$ cat config.mk
export PLATFORM = sky130hd
export DESIGN_NAME = seg7_scan_decoder
export DESIGN_NICKNAME = d
export VERILOG_FILES = /design/src/rtl/seg7_pkg.sv /design/src/rtl/seg7_pattern_decode.sv /design/src/rtl/seg7_scan_decoder.sv
export SDC_FILE = /design/constraint.sdc
export NUM_CORES = 1
export LEC_CHECK = 0
export ABC_CLOCK_PERIOD_IN_PS = 4900
export BUFFER_PORTS_ARGS = -buffer_cell sky130_fd_sc_hd__buf_2
export CAP_MARGIN = 10
export CELL_PAD_IN_SITES_DETAIL_PLACEMENT = 1
export CELL_PAD_IN_SITES_GLOBAL_PLACEMENT = 2
export CORE_ASPECT_RATIO = 1.75
export CORE_UTILIZATION = 38
export DETAILED_ROUTE_END_ITERATION = 8
export PLACE_DENSITY_LB_ADDON = 0.08
export RECOVER_POWER = 100
export SLEW_MARGIN = 20
export SYNTH_ARGS = -nofsm -noshare
export SYNTH_HDL_FRONTEND = slang
export SYNTH_SLANG_ARGS = --single-unit
$ cat constraint.sdc
create_clock -name i_clk -period 4.9 [get_ports i_clk]
set_input_delay 0.245 -clock i_clk [delete_from_list [all_inputs] [get_ports i_clk]]
set_output_delay 0.245 -clock i_clk [all_outputs]
set_load 0.05 [all_outputs]
$ cat src/rtl/seg7_pkg.sv
// -----------------------------------------------------------------------------
// seg7_pkg
// Shared definitions for the 7-segment scan decoder:
//   - segment bit positions within the active-low segment bus
//   - the 16-entry canonical active-low hex pattern table and the blank pattern
//   - decoder FSM state encoding and digit-select classification
// -----------------------------------------------------------------------------
package seg7_pkg;

  // Bit positions of each segment on the 7-bit bus.
  localparam int SEG_A = 6;
  localparam int SEG_B = 5;
  localparam int SEG_C = 4;
  localparam int SEG_D = 3;
  localparam int SEG_E = 2;
  localparam int SEG_F = 1;
  localparam int SEG_G = 0;

  localparam int SEG_W = 7;

  // All segments off (active-low).
  localparam logic [SEG_W-1:0] SEG_BLANK = 7'h7F;

  // Canonical active-low patterns for hex digits 0..F. Only these exact
  // forms decode; alternate 6/7/9 renderings are treated as invalid.
  localparam logic [SEG_W-1:0] SEG_TABLE [16] = '{
    7'h01, 7'h4F, 7'h12, 7'h06, 7'h4C, 7'h24, 7'h20, 7'h0F,
    7'h00, 7'h0C, 7'h08, 7'h60, 7'h31, 7'h42, 7'h30, 7'h38
  };

  typedef enum logic [1:0] {
    IDLE     = 2'd0,  // no single digit selected
    SETTLING = 2'd1,  // single digit selected, waiting for stability
    HELD     = 2'd2   // captured, waiting for the bus to change
  } state_e;

  // Classification of an active-low digit-select vector.
  typedef enum logic [1:0] {
    SEL_NONE  = 2'd0,
    SEL_ONE   = 2'd1,
    SEL_MULTI = 2'd2
  } sel_e;

  function automatic sel_e classify_sel(input int zeros);
    if (zeros == 0)      return SEL_NONE;
    else if (zeros == 1) return SEL_ONE;
    else                 return SEL_MULTI;
  endfunction

endpackage

$ cat src/rtl/seg7_pattern_decode.sv
// -----------------------------------------------------------------------------
// seg7_pattern_decode
// Combinational inverse of the hex-to-7-segment encoder table.
// Ports:
//   pattern_i   [6:0]  active-low segment pattern, [6]=a .. [0]=g
//   nibble_o    [3:0]  decoded hex value (0 when not a hex pattern)
//   is_hex_o           pattern exactly matches one canonical table entry
//   is_blank_o         pattern is all segments off
// -----------------------------------------------------------------------------
module seg7_pattern_decode
  import seg7_pkg::*;
(
  input  logic [SEG_W-1:0] pattern_i,
  output logic [3:0]       nibble_o,
  output logic             is_hex_o,
  output logic             is_blank_o
);

  // NOTE: every output gets a default before the loop so that no path leaves
  // it unassigned; otherwise synthesis infers a latch.
  always_comb begin
    nibble_o = '0;
    is_hex_o = 1'b0;
    for (int i = 0; i < 16; i++) begin
      if (pattern_i == SEG_TABLE[i]) begin
        nibble_o = 4'(i);
        is_hex_o = 1'b1;
      end
    end
  end

  assign is_blank_o = (pattern_i == SEG_BLANK);

endmodule

$ cat src/rtl/seg7_scan_decoder.sv
// -----------------------------------------------------------------------------
// seg7_scan_decoder
// Monitors a multiplexed active-low 7-segment bus, qualifies each digit's
// pattern once it has been stable for SETTLE_CYCLES, decodes it back to a hex
// nibble and assembles a DIGITS-wide value.
// Parameters:
//   DIGITS         number of multiplexed digits (1..8)
//   SETTLE_CYCLES  consecutive identical samples required before capture
// Ports:
//   i_clk, i_reset  clock, synchronous active-high reset
//   iv_seg_n [6:0]  segment lines, active-low, [6]=a .. [0]=g
//   iv_dig_n        digit selects, active-low, one-hot when driven
//   ov_value        decoded nibbles, digit k at [4k+3:4k]
//   ov_valid        digit k last captured as a valid hex pattern
//   ov_blank        digit k last captured as blank
//   o_frame_done    pulse when every digit has been captured since last pulse
//   o_error         pulse on an invalid captured pattern or a new multi-hot select
// -----------------------------------------------------------------------------
module seg7_scan_decoder
  import seg7_pkg::*;
#(
  parameter int DIGITS        = 4,
  parameter int SETTLE_CYCLES = 4
) (
  input  logic                  i_clk,
  input  logic                  i_reset,
  input  logic [SEG_W-1:0]      iv_seg_n,
  input  logic [DIGITS-1:0]     iv_dig_n,
  output logic [4*DIGITS-1:0]   ov_value,
  output logic [DIGITS-1:0]     ov_valid,
  output logic [DIGITS-1:0]     ov_blank,
  output logic                  o_frame_done,
  output logic                  o_error
);

  localparam int SMP_W = SEG_W + DIGITS;
  localparam int IDX_W = (DIGITS > 1) ? $clog2(DIGITS) : 1;
  localparam int CNT_W = (SETTLE_CYCLES > 1) ? $clog2(SETTLE_CYCLES) : 1;
  localparam logic [CNT_W-1:0] CNT_MAX = CNT_W'(SETTLE_CYCLES - 1);

  // Registered state
  logic [SMP_W-1:0]    sample_q;
  logic [CNT_W-1:0]    cnt_q;
  state_e              state_q;
  logic [DIGITS-1:0]   seen_q;
  logic [4*DIGITS-1:0] value_q;
  logic [DIGITS-1:0]   valid_q;
  logic [DIGITS-1:0]   blank_q;
  logic                frame_done_q;
  logic                error_q;

  // Next-state of the capture-related registers
  logic [DIGITS-1:0]   seen_d;
  logic [4*DIGITS-1:0] value_d;
  logic [DIGITS-1:0]   valid_d;
  logic [DIGITS-1:0]   blank_d;
  logic                frame_done_d;
  logic                error_d;

  logic [SMP_W-1:0]    incoming;
  logic                changed;
  logic                capture;
  int                  in_zeros;
  sel_e                in_sel;
  logic [IDX_W-1:0]    smp_idx;

  logic [3:0]          dec_nibble;
  logic                dec_is_hex;
  logic                dec_is_blank;

  assign incoming = {iv_seg_n, iv_dig_n};
  assign changed  = (incoming != sample_q);

  // Select classification: the incoming vector decides the next state when
  // the bus changes; the registered sample supplies the digit being captured.
  always_comb begin
    in_zeros = 0;
    smp_idx  = '0;
    for (int i = 0; i < DIGITS; i++) begin
      if (!iv_dig_n[i]) in_zeros = in_zeros + 1;
      if (!sample_q[i]) smp_idx  = IDX_W'(i);
    end
  end

  assign in_sel = classify_sel(in_zeros);

  seg7_pattern_decode u_decode (
    .pattern_i  (sample_q[DIGITS +: SEG_W]),
    .nibble_o   (dec_nibble),
    .is_hex_o   (dec_is_hex),
    .is_blank_o (dec_is_blank)
  );

  // A capture needs the bus to still match the sample on the capture edge;
  // a change on that edge aborts it.
  assign capture = !changed && (state_q == SETTLING) && (cnt_q == CNT_MAX);

  always_comb begin
    value_d      = value_q;
    valid_d      = valid_q;
    blank_d      = blank_q;
    seen_d       = seen_q;
    frame_done_d = 1'b0;
    error_d      = changed && (in_sel == SEL_MULTI);
    if (capture) begin
      if (dec_is_hex) begin
        value_d[{smp_idx, 2'b00} +: 4] = dec_nibble;
        valid_d[smp_idx]               = 1'b1;
        blank_d[smp_idx]               = 1'b0;
      end else if (dec_is_blank) begin
        valid_d[smp_idx] = 1'b0;
        blank_d[smp_idx] = 1'b1;
      end else begin
        valid_d[smp_idx] = 1'b0;
        blank_d[smp_idx] = 1'b0;
        error_d          = 1'b1;
      end
      seen_d[smp_idx] = 1'b1;
      if (&seen_d) begin
        frame_done_d = 1'b1;
        seen_d       = '0;
      end
    end
  end

  // NOTE: sequential state uses non-blocking assignments so every register
  // updates from the same pre-edge values regardless of statement order.
  always_ff @(posedge i_clk) begin
    if (i_reset) begin
      sample_q     <= {SEG_BLANK, {DIGITS{1'b1}}};
      cnt_q        <= '0;
      state_q      <= IDLE;
      seen_q       <= '0;
      value_q      <= '0;
      valid_q      <= '0;
      blank_q      <= '0;
      frame_done_q <= 1'b0;
      error_q      <= 1'b0;
    end else begin
      sample_q     <= incoming;
      value_q      <= value_d;
      valid_q      <= valid_d;
      blank_q      <= blank_d;
      seen_q       <= seen_d;
      frame_done_q <= frame_done_d;
      error_q      <= error_d;

      if (changed) begin
        cnt_q <= '0;
        case (in_sel)
          SEL_ONE: state_q <= SETTLING;
          default: state_q <= IDLE;
        endcase
      end else begin
        if (cnt_q != CNT_MAX) cnt_q <= cnt_q + 1'b1;
        if (capture) state_q <= HELD;
      end
    end
  end

  assign ov_value     = value_q;
  assign ov_valid     = valid_q;
  assign ov_blank     = blank_q;
  assign o_frame_done = frame_done_q;
  assign o_error      = error_q;

endmodule

==> metrics.cfg <==
[drt]
via_count=2032
routed_wl_mm=6.57
drc=0
wl_per_cell_um=17.7
via_per_inst=5.46
drtPass1Iterations=4
drtIter0Drc=107
antenna_left=0

[die]
die_area_um2=7030
die_width_um=63.8
num_rows=39
initial_core_util_pct=39.1
die_h_um=110
io_pins=39
core-area_um2=6490

[clocking]
postCtsSetupRepairBufs=0
cts_root_buf=clkbuf_16
numCtsBuffers=5
cts_tree=yes
cts_resized=0
htree_levels=2
postCtsHoldBufs=0
clock-sinks=45
clock_latency_ns=0.29
clk_pin_slew_ns=0.07
cts_buffer_depth=2

[global_routing]
grt_antenna_before_repair=0
overflow=0
grt_usage_pct=21.1
grt_pass1_wl_mm=10.9
grt_pass1_vias=2161
grt_max_degree=32

[worst_setup_path]
max_stage_delay_ns=1.62
crit_required_ns=5.06
worst-setup-path-type=register to register
end_kind=register
reg2reg_setup_slack_ns=1.42
worstSetupStartpointType=register
crit_arrival_ns=3.65
r2r_cells=5
reg2reg_to=ov_value[5]$_SDFFE_PP0P_
r2r_start=sample_q[8]$_SDFF_PP1_
path_cells=xnor2_4 -> nand4_1 -> nor4_1 -> o311ai_4 -> mux2i_1
crit_fanout=15
critPathSlowestCell=nor4_1

[timing]
period_needed_ns=3.48
hold_viol=0
tightest_slew_ns=1.99
tns_ns=0
fmax_ghz=0.287
period_share_pct=71.1
slew_headroom_pct=-33.8
rsz0062_at_grt=no
setup_violations=0
slew_viol_final=9
fin_worst_skew_ns=0.00610

[logic_synthesis]
synth_cell_type_count=56
synth_edf_count=0
syn_area_per_cell_um2=9.84
netlist_instances=258
syn_area_um2=2540
ys.flop_type=dfxtp_1
yosys_warnings=0
ys_seq_area_share_pct=35.5
synth_nets=275
ys_ff_latch=45
async_reset_ff_share_pct=0

[status]
outcome=complete, but fails checks
violations=max-capacitance violations, max-slew violations

[power]
ir_worst_vdd_mv=0.175
p_per_area_nw_per_um2=290
cellLeakagePower_nw=1.09

[cells_and_area]
nNetsFinal=306
layout.cells.non_filler=372
area_growth_pct=10.5
diodes=0
design_area_um2=2810
drive_above_1_share_pct=16.6

[placement]
dp_cells=364
dpl_cell_area_um2=2740
io_buffers=38
dp_hpwl_mm=5.07
finalWeightedCongestion=0.768

[worst_hold_path]
hold_path.class=input port to register
min_path_cells=2
hold_path_startpoint=iv_seg_n[0]
holdPathEnd=sample_q[4]$_SDFF_PP1_

[flow_run]
maxCapViolations=1

-- synth_stat cells, types with 2 or more instances --
cell,instances,area (um^2)
dfxtp_1,45,901
nand2_1,23,86.3
mux2i_1,17,170
nor2_1,14,52.6
or2_2,12,75.1
a21oi_1,10,50.1
inv_1,10,37.5
nor3_1,10,50.1
o21ai_0,8,40.0
xnor2_1,8,70.1
clkbuf_1,6,22.5
nand2b_1,5,31.3
a211oi_1,4,30.0
a32o_1,4,40.0
buf_6,4,45.0
ha_1,4,50.1
nand3b_1,4,30.0
nor4_1,4,25.0
xnor2_2,4,65.1
nand3_1,3,15.0
o311ai_4,3,78.8
o31ai_1,3,22.5
or3_1,3,18.8
or3b_2,3,26.3
xnor2_4,3,82.6
a21o_1,2,15.0
a21o_2,2,17.5
and2_1,2,12.5
and3_1,2,12.5
and3b_1,2,17.5
buf_2,2,10.0
buf_4,2,15.0
nand4_1,2,12.5
nand4_4,2,42.5
nor2b_1,2,12.5
o2bb2ai_1,2,17.5
o32ai_1,2,17.5
xor2_1,2,17.5
-- critical path: cells and delay by family, from the launching register on --
family          cells  cell delay (ns)
mux                 1             0.20
flops               1             0.72
simple gates        2             1.88
xor+xnor            1             0.17
compound gates      1             0.37
-- cells in the final DEF, fill, tap and decap left out, types with 4 or more instances in the layout --
| cell | Yosys | routed |
|---|---|---|
| a21oi_1 | 10 | 10 |
| dfxtp_1 | 45 | 45 |
| buf_2 | 2 | 11 |
| mux2i_1 | 17 | 17 |
| inv_1 | 10 | 10 |
| or2_2 | 12 | 11 |
| nand3b_1 | 4 | 4 |
| ha_1 | 4 | 4 |
| clkbuf_16 | 0 | 5 |
| a211oi_1 | 4 | 4 |
| clkbuf_1 | 6 | 27 |
| a32o_1 | 4 | 4 |
| xnor2_1 | 8 | 8 |
| nor2_1 | 14 | 14 |
| nand2_1 | 23 | 23 |
| nand2b_1 | 5 | 5 |
| nor4_1 | 4 | 6 |
| o31ai_1 | 3 | 4 |
| nor3_1 | 10 | 10 |
| xnor2_2 | 4 | 4 |
| o21ai_0 | 8 | 8 |
-- power by group --
group / internal [mW] / total [mW] / switching (mW) / leakage [nW]
clock: 0.192 / 0.344 / 0.153 / 0.0704
sequential: 0.372 / 0.388 / 0.0158 / 0.366
combinational: 0.0357 / 0.0822 / 0.0465 / 0.652
total: 0.600 / 0.815 / 0.215 / 1.09
-- final cells by class --
class	count	area [um^2]
fill	770	3680
multi-input combinational	189	1460
sequential	45	901
timing repair buffer	38	156
clock buffer	5	125
tap	82	103
inverter	10	37.5
clock inverter	3	25.0
-- per-stage QoR --
| step | setup WS (ns) | power (mW) | hold slack (ns) | utilization, % |
|---|---|---|---|---|
| finish | 1.42 | 0.815 | 0.183 | 43.2 |
| global route | 1.17 | 0.849 | 0.182 | 43.2 |
| CTS | 2.32 | 0.833 | 0.179 | 44.5 |
| detailed placement | 2.32 | 0.483 | 0.455 | 42.2 |
| global placement | 2.39 | 0.483 | 0.448 | 42.2 |
| floorplan | 3.00 | 0.461 | 0.345 | - |
-- per-layer routing --
layer  GRT usage, %  up-vias  part of all wire (%)
met1           21.8      969                    37
met3           3.50       22                   2.2
li1               -      995                     -
met2           38.5       46                    55
met4           14.4        0                   4.9
met5              0        -                     0
-- cells by family after synthesis --
group | count (synthesis) | synth area share, %
compound gates | 50 | 17.2
xor+xnor | 17 | 9.26
fa+ha+maj | 4 | 1.97
buf+inv | 24 | 5.12
flops | 45 | 35.5
mux | 17 | 6.70
simple gates | 101 | 24.2
-- worst max-delay path by stage --
stage,start,end,slack (ns)
6_report,sample_q[8]$_SDFF_PP1_,ov_value[5]$_SDFFE_PP0P_,1.42
5_1_grt,sample_q[8]$_SDFF_PP1_,ov_value[4]$_SDFFE_PP0P_,1.17
4_1_cts,sample_q[8]$_SDFF_PP1_,ov_value[7]$_SDFFE_PP0P_,2.32
3_5_place_dp,sample_q[8]$_SDFF_PP1_,ov_value[7]$_SDFFE_PP0P_,2.32
3_3_place_gp,sample_q[6]$_SDFF_PP1_,ov_value[7]$_SDFFE_PP0P_,2.39
2_1_floorplan,sample_q[9]$_SDFF_PP1_,ov_value[11]$_SDFFE_PP0P_,3.00
No activity file was read; power rests on OpenSTA's default activity.
